File: config.mk
export PLATFORM = sky130hd
export DESIGN_NAME = manchester_unescape
export DESIGN_NICKNAME = d
export VERILOG_FILES = /design/src/rtl/manchester_unescape.sv
export SDC_FILE = /design/constraint.sdc
export NUM_CORES = 1
export LEC_CHECK = 0
export ABC_AREA = 1
export CAP_MARGIN = 25
export CORE_AREA = 10 10 53 96
export DETAILED_ROUTE_END_ITERATION = 8
export DIE_AREA = 0 0 63 106
export GPL_ROUTABILITY_DRIVEN = 0
export PLACE_DENSITY = 0.87
export SYNTH_ARGS = -nofsm -noshare
export SYNTH_HDL_FRONTEND = slang
export SYNTH_SLANG_ARGS = --single-unit
File: constraint.sdc
create_clock -name aclk -period 2 [get_ports aclk]
set_input_delay 0.2 -clock aclk [delete_from_list [all_inputs] [get_ports aclk]]
set_output_delay 0.2 -clock aclk [all_outputs]
set_load 0.1 [all_outputs]
File: src/rtl/manchester_unescape.sv
// Receive-side unescaper: restores payload bytes from the escaped stream,
// flags start of frame and counts illegal escape sequences.
module manchester_unescape #(
    parameter int unsigned              DATA_WIDTH     = 8,
    parameter logic [DATA_WIDTH-1:0]    ESCAPE_SYMBOL  = 8'hE5,
    parameter logic [DATA_WIDTH-1:0]    START_WORD     = 8'hF5,
    parameter logic [DATA_WIDTH-1:0]    ESCAPED_SYMBOL = 8'hD5,
    parameter int unsigned              ERR_CNT_WIDTH  = 16
) (
    input  logic                     aclk,
    input  logic                     aresetn,
    input  logic [DATA_WIDTH-1:0]    s_axis_tdata,
    input  logic                     s_axis_tvalid,
    output logic                     s_axis_tready,
    input  logic                     s_axis_tlast,
    output logic [DATA_WIDTH-1:0]    m_axis_tdata,
    output logic                     m_axis_tvalid,
    input  logic                     m_axis_tready,
    output logic                     m_axis_tlast,
    output logic                     m_axis_tuser,
    output logic                     err_pulse,
    output logic [ERR_CNT_WIDTH-1:0] err_count
);

    typedef enum logic {S_DATA, S_ESC} state_t;

    state_t                  state_q, state_d;
    logic [DATA_WIDTH-1:0]   data_q, data_d;
    logic                    last_q, last_d;
    logic                    user_q, user_d;
    logic                    vld_q, vld_d;
    logic                    err_q, err_d;
    logic [ERR_CNT_WIDTH-1:0] cnt_q, cnt_d;
    logic                    acc;

    assign s_axis_tready = !vld_q || m_axis_tready;
    assign acc           = s_axis_tvalid && s_axis_tready;

    always_comb begin
        state_d = state_q;
        data_d  = data_q;
        last_d  = last_q;
        user_d  = user_q;
        // A taken beat empties the stage unless refilled below.
        vld_d   = vld_q && !m_axis_tready;
        err_d   = 1'b0;
        cnt_d   = cnt_q;
        if (acc) begin
            unique case (state_q)
                S_DATA: begin
                    if (s_axis_tdata == ESCAPE_SYMBOL) begin
                        if (s_axis_tlast) begin
                            err_d = 1'b1;
                        end else begin
                            state_d = S_ESC;
                        end
                    end else begin
                        vld_d  = 1'b1;
                        data_d = s_axis_tdata;
                        last_d = s_axis_tlast;
                        user_d = 1'b0;
                    end
                end
                S_ESC: begin
                    state_d = S_DATA;
                    vld_d   = 1'b1;
                    last_d  = s_axis_tlast;
                    unique case (1'b1)
                        s_axis_tdata == ESCAPE_SYMBOL: begin
                            data_d = ESCAPE_SYMBOL;
                            user_d = 1'b0;
                        end
                        s_axis_tdata == START_WORD: begin
                            data_d = ESCAPED_SYMBOL;
                            user_d = 1'b1;
                        end
                        default: begin
                            data_d = s_axis_tdata;
                            user_d = 1'b0;
                            err_d  = 1'b1;
                        end
                    endcase
                end
                default: state_d = S_DATA;
            endcase
        end
        if (err_d && (cnt_q != '1)) begin
            cnt_d = cnt_q + 1'b1;
        end
    end

    always_ff @(posedge aclk or negedge aresetn) begin
        if (!aresetn) begin
            state_q <= S_DATA;
            data_q  <= '0;
            last_q  <= 1'b0;
            user_q  <= 1'b0;
            vld_q   <= 1'b0;
            err_q   <= 1'b0;
            cnt_q   <= '0;
        end else begin
            state_q <= state_d;
            data_q  <= data_d;
            last_q  <= last_d;
            user_q  <= user_d;
            vld_q   <= vld_d;
            err_q   <= err_d;
            cnt_q   <= cnt_d;
        end
    end

    assign m_axis_tdata  = data_q;
    assign m_axis_tvalid = vld_q;
    assign m_axis_tlast  = last_q;
    assign m_axis_tuser  = user_q;
    assign err_pulse     = err_q;
    assign err_count     = cnt_q;

endmodule

Word level (Yosys, flattened, before mapping)
Index checks and enable logic that the tools add are counted.

word-level totals
  word-level logic and storage cells = 40
  bits in registers = 29
  input port bits = 13
  output and inout bits = 29
  memories = 0
  latch bits = 0
  RAM bits = 0
  memory bits (read-only) = 0

cells by class
  muxes and demuxes = 19
  $add $sub $neg = 1
  shift operators = 0
  reduce and logical (&&, ||, !) cells = 8
  div/mod/pow operators = 0
  multipliers = 0
  equal/unequal tests = 4
  bitwise operators = 1
  $lt $le $gt $ge = 0

operators with widths
  operator                                        number
  one-hot mux 8 bit (2 select lines)              2
  adder 16 x 1 -> 16 bit (second input constant)  1
  == test 8 bit (second input constant)           2
  != test 16 bit (second input constant)          1
  2-to-1 mux 1 bit                                11
  one-hot mux 1 bit (2 select lines)              5
  2-to-1 mux 8 bit                                1
  logical AND 1 bit                               3
  logical NOT 1 bit                               2
  != test 2 bit (second input constant)           1
  AND reduction 2 bit                             1
  OR reduction 2 bit                              1
  logical OR 1 bit                                1
  NOT 1 bit                                       1

Logic depth before layout (Yosys ltp)
Gate-level depths: netlist of the first run.

  depth after elaboration = 6
  gate-level depth with buffers = 11

Least setup slack after synthesis of the first run
OpenSTA, ideal clock, no wires.

  path kind = register to register
  from = reg vld_q (netlist: m_axis_tvalid)
  to = reg data_q[0] (netlist: m_axis_tdata[0])
  required time = 1932 ps
  path slack = -476 ps
  cell stages (with the launch flop) = 8
  path buffers = 1
  arrival = 2408 ps
  period minus slack after synthesis = 2476 ps
  library setup time = 68 ps
  path through = dfrtp_1 > nand2_2 > nand2_1 > inv_1 > nand2_1 > buf_4 > nand2_1 > nand2_1

on the way
  word-level cells in the longest chain between the ends = 4

ends and longest elaborated chain
  what                           RTL line  source
  start, declared                31        logic vld_q, vld_d;
  start signal, assigned         106       vld_q <= vld_d;
  logical NOT 1 bit              36        assign s_axis_tready = !vld_q || m_axis_tready;
  logical OR 1 bit               36
  named net s_axis_tready        14        output logic s_axis_tready,
  logical AND 1 bit              37        assign acc = s_axis_tvalid && s_axis_tready;
  AND reduction 2 bit (no line)  n/a
  end signal, assigned           103       data_q <= data_d;
  end, declared                  28        logic [DATA_WIDTH-1:0] data_q, data_d;

The timed path passes the listed nets, and every way through them passes these cells.
A chain may end at the register's enable or synchronous reset.

Final worst setup path of the first run
  from = reg cnt_q[0] (netlist: err_count[0])
  to = reg cnt_q[0] (netlist: err_count[0])

on the way
  word-level cells in the longest chain between the ends = 2
  elaborated cells between the ends (all ways) = 3
  those cells by class = add/sub: 1; eq/ne: 1; reduce/logical: 1

ends and longest elaborated chain
  what                                                                            RTL line  source
  start, declared                                                                 33        logic [ERR_CNT_WIDTH-1:0] cnt_q, cnt_d;
  start signal, assigned                                                          108       cnt_q <= cnt_d;
  parallel branches: the longest is 2 deep, another holds adder 16 x 1 -> 16 bit  n/a

Parallel ways; which one is timed is not known.

==> results of run 1 <==
-- worst max-delay path: cells and delay by family, from the launching register on --
| kind | cells | cell delay (ns) |
|---|---|---|
| flops | 1 | 0.45 |
| simple gates | 6 | 0.63 |
| fa+ha+maj | 1 | 0.28 |
| buf+inv | 3 | 0.21 |
-- where the power goes --
group          switching [mW]  internal, mW
registers              0.0282         0.622
clock network           0.242         0.405
logic                   0.351        0.0996
total                   0.621          1.13
-- per-layer routing --
metal,wire (um),global-route usage [%],vias up,part of all wire [%]
li1,-,-,737,-
met1,1370,10.9,693,33
met2,2240,24.0,63,55
met3,304,4.00,19,7.4
met4,188,8.52,0,4.6
met5,0,0,-,0
-- cell families (layout without fill, tap and decap cells) --
logic type | after synthesis | in the layout | synth area share [%]
buffers and inverters | 24 | 72 | 7.28
adder cells (fa/ha/maj) | 1 | 1 | 0.742
XOR/XNOR | 12 | 12 | 6.24
flip-flops | 29 | 29 | 43.1
AO/OA/AOI/OAI | 6 | 6 | 1.86
AND/OR/NAND/NOR | 139 | 139 | 40.8
-- worst max-delay path by stage --
stage	end	slack [ns]
CTS	err_count[0]	0.37
global placement	m_axis_tdata[6]	0.27
detailed placement	m_axis_tdata[7]	0.24
global route	err_count[13]	0.25
finish	err_count[0]	0.37
floorplan	err_count[3]	0.007
-- sequential cells by signal, summed over array words and instances, names as in the netlist --
signal,count
err_pulse,1
m_axis_tuser,1
state_q,1
m_axis_tdata,8
m_axis_tvalid,1
err_count,16
m_axis_tlast,1
-- cells in the mapped netlist (all sizes together) --
cell type / n / share of area [%]
buf: 3 / 2.3
clkinv: 2 / 0.74
dfrtp: 29 / 43
ha: 1 / 0.74
inv: 19 / 4.2
nand2: 98 / 25
nand3: 14 / 5.5
nand4: 3 / 1.1
nor2: 23 / 8.8
nor3: 1 / 0.30
o21ai: 5 / 1.5
o22ai: 1 / 0.37
xnor2: 6 / 3.1
xor2: 6 / 3.1
-- cell usage in the layout, fill, tap and decap left out, types with 6 or more instances in the layout --
master / count
xnor2_1: 6
nand2_1: 82
xor2_1: 6
nand3_1: 11
inv_1: 14
clkdlybuf4s50_1: 12
buf_4: 30
nand2_2: 12
clkbuf_8: 6
dfrtp_1: 24
nor2_1: 15
-- area by class of cell --
| class | count | area, um^2 | area share [%] |
|---|---|---|---|
| clock buffers | 6 | 82.6 | 3.75 |
| well taps | 49 | 61.3 | 2.78 |
| flip-flops and latches | 29 | 732 | 33.2 |
| repair buffers | 43 | 365 | 16.6 |
| inverters | 21 | 83.8 | 3.80 |
| multi-input cells | 158 | 842 | 38.2 |
| clock inverters | 2 | 37.5 | 1.70 |
-- through the flow --
step / cells / utilization [%] / hold WS, ns / cell area [um^2] / setup slack [ns]
4_1_cts: 308 / 61.1 / 0.301 / 2200 / 0.370
2_1_floorplan: 211 / - / -0.0956 / 1700 / 0.00681
5_1_grt: 308 / 61.1 / 0.349 / 2200 / 0.252
6_report: 308 / 61.1 / 0.285 / 2200 / 0.372
3_5_place_dp: 300 / 57.8 / 0.468 / 2080 / 0.244
3_3_place_gp: 300 / 57.8 / 0.469 / 2080 / 0.272
==> summary.txt, run 1 <==
Status: completed
Die Y-Extent: 106 um
DRT iter0 DRCs: 30
Setup bufs post-CTS: 0
Slew HR: 75.6%
Grt ovf: 0
ANT nets after route: 0
Startpoint Class: register
Final Hold Vio Count: 0
Worst path max stage delay: 0.45 ns
Die W: 63 um
Arr. time, crit path: 1.85 ns
Peak VDD IR: 0.695 mV
First-pass GRT wire length: 6.93 mm
DR vias/cell: 4.91
Overall Global Routing Usage: 12.7%
Avg WL per Cell: 13.3 um
Row cnt: 31
Final setup fails: 0
Tmin final: 1.63 ns
Crit Path Category: register to register
Fmax achieved: 0.614 GHz
CTS tree: done
Num CTS Buffers: 5
Dpl hpwl: 3.25 mm
Starting Density: 46.7%
Clock skew: 0.00535 ns
# port buffers: 41
Pwr Total: 1.75 mW
Detailed Route WL: 4.10 mm
Total core area: 0.00361 mm^2
Layout cell share with drive strength beyond 1: 29.7%
Vias in the first global route: 1624
Die footprint: 0.00668 mm^2
Syn nets: 225
Final worst-path cycle share: 81.4%
Synthesis-to-finish area growth: 30.8%
Crit path max-delay cell type: dfrtp_2
Sequential area share after synthesis: 43.1%
Crit path max fanout: 15
Setup crit start: err_count[0]
Setup slack, reg-to-reg: 0.37 ns
Synthesized flop and latch total: 29
Ant diodes: 0
Post-CTS Hold Buffers: 0
Largest buffer count on any clock path: 2
Worst-path clk slew: 0.07 ns
Post-CTS sizing: 0
Clk_lat worst skew: 0.29 ns
Unrepaired setup endpoints after global routing: false
Final nets: 272
TritonRoute pass-1 iters: 4
Htree depth: 2
Largest net degree at the start of global routing: 30
Yosys cell types: 26
Per-instance average area after synthesis: 7.99 um^2
FF-to-FF Start: err_count[0]
DR vias: 1512
Filler Cell Count: 317
Clock sink count: 29
Synth warn: 0
Detailed-route DRC error count: 0
Hold Crit Class: input port to async pin
Initial antenna violation count: 0
Gate Count Post-Synth: 211
Setup TNS: 0 ns
Pwr dens: 792 mW/mm^2
# IOs: 42
CP Cell Sequence: ha_1, inv_2, nor2_4, nand3_2, inv_2, nand2_4, clkinv_4, nor2_8, nand2_1, nand2_1
Cell depth of the worst flop-to-flop path: 10
Maxcap violations: 0
CP Data Required Time: 2.22 ns
Synthesized area: 0.00169 mm^2
Worst-Margin Slew: 0.366 ns
Worst r2r dst: err_count[0]
Final Max Tran Viols: 0
Root Driver: clkbuf_8
Leak: 1.11 nW
Critical Path End Type: register
(Power assumes the default switching activity.)
==> inputs of run 2 (changes only) <==
- CORE_AREA: 10 10 53 96 -> 10 10 55 101
- DIE_AREA: 0 0 63 106 -> 0 0 65 111
- PLACE_DENSITY: 0.87 -> 0.83
- clock period: 2 -> 1.4 ns (I/O delays scaled with it)
==> summary.txt, run 2 (same netlist as run 1, synthesis figures left out) <==
Number of cells on the critical path: 11
Final instance area: 0.00297 mm^2
Pint: 1.60 mW
Starting Density: 42.1%
Failing checks: setup timing
Dpl hpwl: 3.74 mm
Startpoint Class: register
Fmax achieved: 0.646 GHz
Overall Global Routing Usage: 14.3%
CP Cell Sequence: ha_4, inv_4, nor2_4, nand3_2, inv_2, nand2_4, clkinv_4, nor2_8, buf_12, nand2_2, nand2_1
DRT iter0 DRCs: 77
Tmin final: 1.55 ns
Hold Crit Class: input port to async pin
Sw power: 917 uW
Worst-path clk slew: 0.06 ns
Post-placement cell area: 0.00274 mm^2
Pwr dens: 850 mW/mm^2
TritonRoute pass-1 iters: 5
Initial antenna violation count: 0
Avg WL per Cell: 15.8 um
Maxcap violations: 0
Most frequent cells in the layout: nand2_1 (67), buf_12 (32), buf_4 (29)
DP Worst Slack: -0.290 ns
Comb pwr share: 33.9%
# port buffers: 41
Flip-flop count of the largest register after layout: 16
Setup slack, reg-to-reg: -0.15 ns
Cell depth of the worst flop-to-flop path: 11
Worst path buffer plus inverter count: 4
Clock skew: 0.00568 ns
Sw Share: 36.4%
CTS tree: done
CP delay by family, top: flip-flops
Arr. time, crit path: 1.77 ns
Die Y-Extent: 111 um
Synthesis-to-finish area growth: 75.9%
Final worst-path cycle share: 111%
Largest buffer count on any clock path: 2
Ant diodes: 0
Grt ovf: 0
Crit path max fanout: 7
DR vias/cell: 5.05
Slew HR: 74.9%
Root Driver: clkbuf_8
Die footprint: 0.00722 mm^2
ANT nets after route: 0
Status: complete, but fails checks
DR vias: 1733
Clock network power share: 28.3%
Largest net degree at the start of global routing: 30
Clock sink count: 29
First-pass GRT wire length: 8.36 mm
FF-to-FF Start: err_count[1]
Leak: 1.39 nW
Flop pwr share: 37.8%
Htree depth: 2
Crit path max-delay cell type: dfrtp_4
Vias in the first global route: 1807
Layout cell share with drive strength beyond 1: 47.8%
Worst path max stage delay: 0.50 ns
Setup crit start: err_count[1]
Row cnt: 33
Final Hold Vio Count: 0
Most common cell after layout, fill and taps aside: nand2_1
Critical Path End Type: register
Final nets: 304
Final setup fails: 16
Clk_lat worst skew: 0.28 ns
Worst-Margin Slew: 0.377 ns
Crit path to: err_count[13]
Die W: 65 um
Total core area: 0.00401 mm^2
# IOs: 42
Unrepaired setup endpoints after global routing: true
Num CTS Buffers: 5
Detailed-route DRC error count: 0
CP Data Required Time: 1.62 ns
Final Max Tran Viols: 0
Setup slack after layout: -0.149 ns
Peak VDD IR: 1.05 mV
Detailed Route WL: 5.44 mm
Crit Path Category: register to register
Worst r2r dst: err_count[13]
run 2: power by group through the flow:
stage / clock network, mW / logic [mW] / registers [mW]
2_1_floorplan: 0 / 0.130 / 1.30
3_3_place_gp: 0 / 0.829 / 0.964
3_5_place_dp: 0 / 0.841 / 0.968
4_1_cts: 0.720 / 0.849 / 0.952
5_1_grt: 0.748 / 0.888 / 0.958
6_report: 0.714 / 0.854 / 0.952
run 2: layout make-up:
type / instances / area [um^2]
Sequential cell: 29 / 774
Inverter: 21 / 88.8
Fill cell: 268 / 1040
Clock buffer: 8 / 90.1
Multi-Input combinational cell: 159 / 957
Timing Repair Buffer: 74 / 990
Tap cell: 52 / 65.1
run 2: repair_timing:
action                                  in CTS  in global routing
buffers inserted                             3                  2
pin swaps                                    4                  5
gates cloned                                 0                  1
gates resized for setup                      8                 14
hold buffers                                 0                  0
endpoints found under the setup margin      15                 16
run 2: how the worst min path moves through the flow:
stage	cells past startpoint	endpoint	from	slack, ns
floorplan	0	err_count[10]	aresetn	-0.16
global placement	2	m_axis_tdata[2]	m_axis_tdata[2]	0.52
detailed placement	2	m_axis_tdata[6]	m_axis_tdata[6]	0.53
CTS	2	m_axis_tdata[3]	aresetn	0.27
global route	2	m_axis_tdata[3]	aresetn	0.29
finish	2	m_axis_tdata[3]	aresetn	0.25
run 2: through the flow:
| stage | TNS, ns | std cells | hold slack [ns] | utilization [%] | power (mW) |
|---|---|---|---|---|---|
| 6_report | -2.06 | 343 | 0.248 | 74.0 | 2.52 |
| 5_1_grt | -3.06 | 343 | 0.286 | 74.0 | 2.59 |
| 4_1_cts | -1.33 | 340 | 0.275 | 72.3 | 2.52 |
| 3_5_place_dp | -4.98 | 329 | 0.527 | 68.3 | 1.81 |
| 3_3_place_gp | -3.25 | 329 | 0.519 | 68.3 | 1.79 |
| 2_1_floorplan | -2.88 | 211 | -0.156 | - | 1.43 |
run 2: routing by layer:
layer,vias up,share of wire (%),GRT usage [%]
met5,-,0,0
met4,0,3.4,6.90
met3,23,7.1,4.45
met2,70,54,25.7
met1,838,35,14.1
li1,802,-,-
==> inputs of run 3 (changes only) <==
- CORE_AREA: 10 10 55 101 -> 2 2 43 84
- DIE_AREA: 0 0 65 111 -> 0 0 45 86
- DONT_BUFFER_PORTS: not set -> 1
- MAX_ROUTING_LAYER: not set -> met4
- PLACE_DENSITY: 0.83 -> 0.8
==> summary.txt, run 3 (same netlist as run 1, synthesis figures left out) <==
Worst Hold Path EP: m_axis_tdata[5]
# IOs: 42
Die footprint: 0.00387 mm^2
Ant diodes: 0
Worst-path clk slew: 0.06 ns
Unrepaired setup endpoints after global routing: true
Num CTS Buffers: 5
Worst r2r dst: err_count[13]
Die W: 45 um
CP Cell Sequence: buf_4, nand3_1, nor2_1, nand3_1, xor2_1, nand2_2, nand2_1
Hold Crit Class: input port to register
Final Core Density: 74.6%
Final Hold Vio Count: 0
Avg WL per Cell: 14.0 um
Root Driver: clkbuf_8
Worst Hold Depth: 2
DR vias/cell: 5.06
Worst-Margin Slew: 0.309 ns
First-pass GRT wire length: 6.97 mm
Crit path max fanout: 5
Die Y-Extent: 86 um
Dpl hpwl: 3.09 mm
Overall Global Routing Usage: 25.4%
DRT iter0 DRCs: 56
Clock skew: 0.00587 ns
Flip-flop count of the largest register after layout: 16
Synthesis-to-finish area growth: 41.3%
Clk_lat worst skew: 0.28 ns
Grt ovf: 0
Layout cell share with drive strength beyond 1: 43.9%
Vias in the first global route: 1586
Critical Path End Type: register
Htree depth: 2
Startpoint Class: register
Crit path max-delay cell type: dfrtp_4
Most used cell, CP: nand3_1
Fin Hold WS: 0.00291 ns
Initial antenna violation count: 0
DP Worst Slack: -0.0762 ns
ANT nets after route: 0
Detailed-route DRC error count: 0
Slew HR: 79.4%
Arr. time, crit path: 1.68 ns
Clock sink count: 29
DR vias: 1527
Largest net degree at the start of global routing: 30
Total core area: 0.00319 mm^2
# port buffers: 0
Hold_sp: s_axis_tdata[5]
CP Data Required Time: 1.58 ns
Final worst-path cycle share: 108%
CTS tree: done
Worst path max stage delay: 0.43 ns
Pwr Total: 2.25 mW
Setup slack, reg-to-reg: -0.11 ns
Setup slack after layout: -0.108 ns
Maxcap violations: 0
Row cnt: 29
Most common cell after layout, fill and taps aside: nand2_1
Final setup fails: 16
Detailed Route WL: 4.24 mm
Fmax achieved: 0.663 GHz
Largest buffer count on any clock path: 2
Starting Density: 52.8%
Tmin final: 1.51 ns
Leak: 1.19 nW
Most frequent cells in the layout: nand2_1 (71), buf_4 (45), nand2_2 (18)
Peak VDD IR: 1.16 mV
Cell depth of the worst flop-to-flop path: 7
Final Max Tran Viols: 0
Pwr dens: 947 mW/mm^2
Failing checks: setup timing
Crit Path Category: register to register
Status: complete, but fails checks
Final nets: 284
TritonRoute pass-1 iters: 4
FF-to-FF Start: err_count[0]
## run 3: cell type report
class                           instances  area [um^2]
Fill cell                             226          812
Tap cell                               31         38.8
Sequential cell                        29          774
Timing Repair Buffer                   55          469
Clock buffer                            8         80.1
Multi-Input combinational cell        158          930
Inverter                               21         88.8
## run 3: where the power goes
part | switching [mW] | internal, mW | leakage (nW)
clock | 0.304 | 0.352 | 0.0395
sequential | 0.0348 | 0.894 | 0.356
combinational | 0.523 | 0.146 | 0.796
total | 0.862 | 1.39 | 1.19
## run 3: how the worst max path moves through the flow
| stage | from | to | slack [ns] | depth (start not counted) |
|---|---|---|---|---|
| 2_1_floorplan | err_count[0] | err_count[15] | -0.21 | 11 |
| 3_3_place_gp | err_count[1] | err_count[14] | -0.04 | 10 |
| 3_5_place_dp | err_count[1] | err_count[0] | -0.08 | 10 |
| 6_report | err_count[0] | err_count[13] | -0.11 | 7 |
| 5_1_grt | err_count[0] | err_count[13] | -0.15 | 7 |
| 4_1_cts | err_count[0] | err_count[0] | -0.04 | 11 |
## run 3: per-stage QoR
| stage | std cells | setup TNS, ns | instance area (um^2) |
|---|---|---|---|
| 2_1_floorplan | 211 | -2.88 | 1790 |
| 4_1_cts | 301 | -0.475 | 2330 |
| 5_1_grt | 302 | -2.10 | 2380 |
| 6_report | 302 | -1.04 | 2380 |
| 3_5_place_dp | 282 | -0.705 | 2110 |
| 3_3_place_gp | 282 | -0.323 | 2110 |
## run 3: layer usage
| layer | track usage (%) | share of wire (%) | vias to the layer above |
|---|---|---|---|
| met2 | 43.4 | 58 | 43 |
| met1 | 24.6 | 34 | 711 |
| li1 | - | - | 759 |
| met5 | - | 0 | - |
| met3 | 5.47 | 4.1 | 14 |
| met4 | 15.2 | 4.5 | 0 |
## run 3: what timing repair did
item | CTS | global route
cloned | 0 | 0
pin swaps | 1 | 7
resized for setup | 2 | 14
endpoints found under the hold margin | 33 | 1
hold buffers | 6 | 1
setup buffers | 5 | 1
setup endpoints to repair | 15 | 16
## run 3: worst max-delay path: cells and delay by family (launching register included)
kind          cells  cell delay [ns]
xor+xnor          1             0.18
buf+inv           1             0.15
simple gates      5             0.63
flops             1             0.43
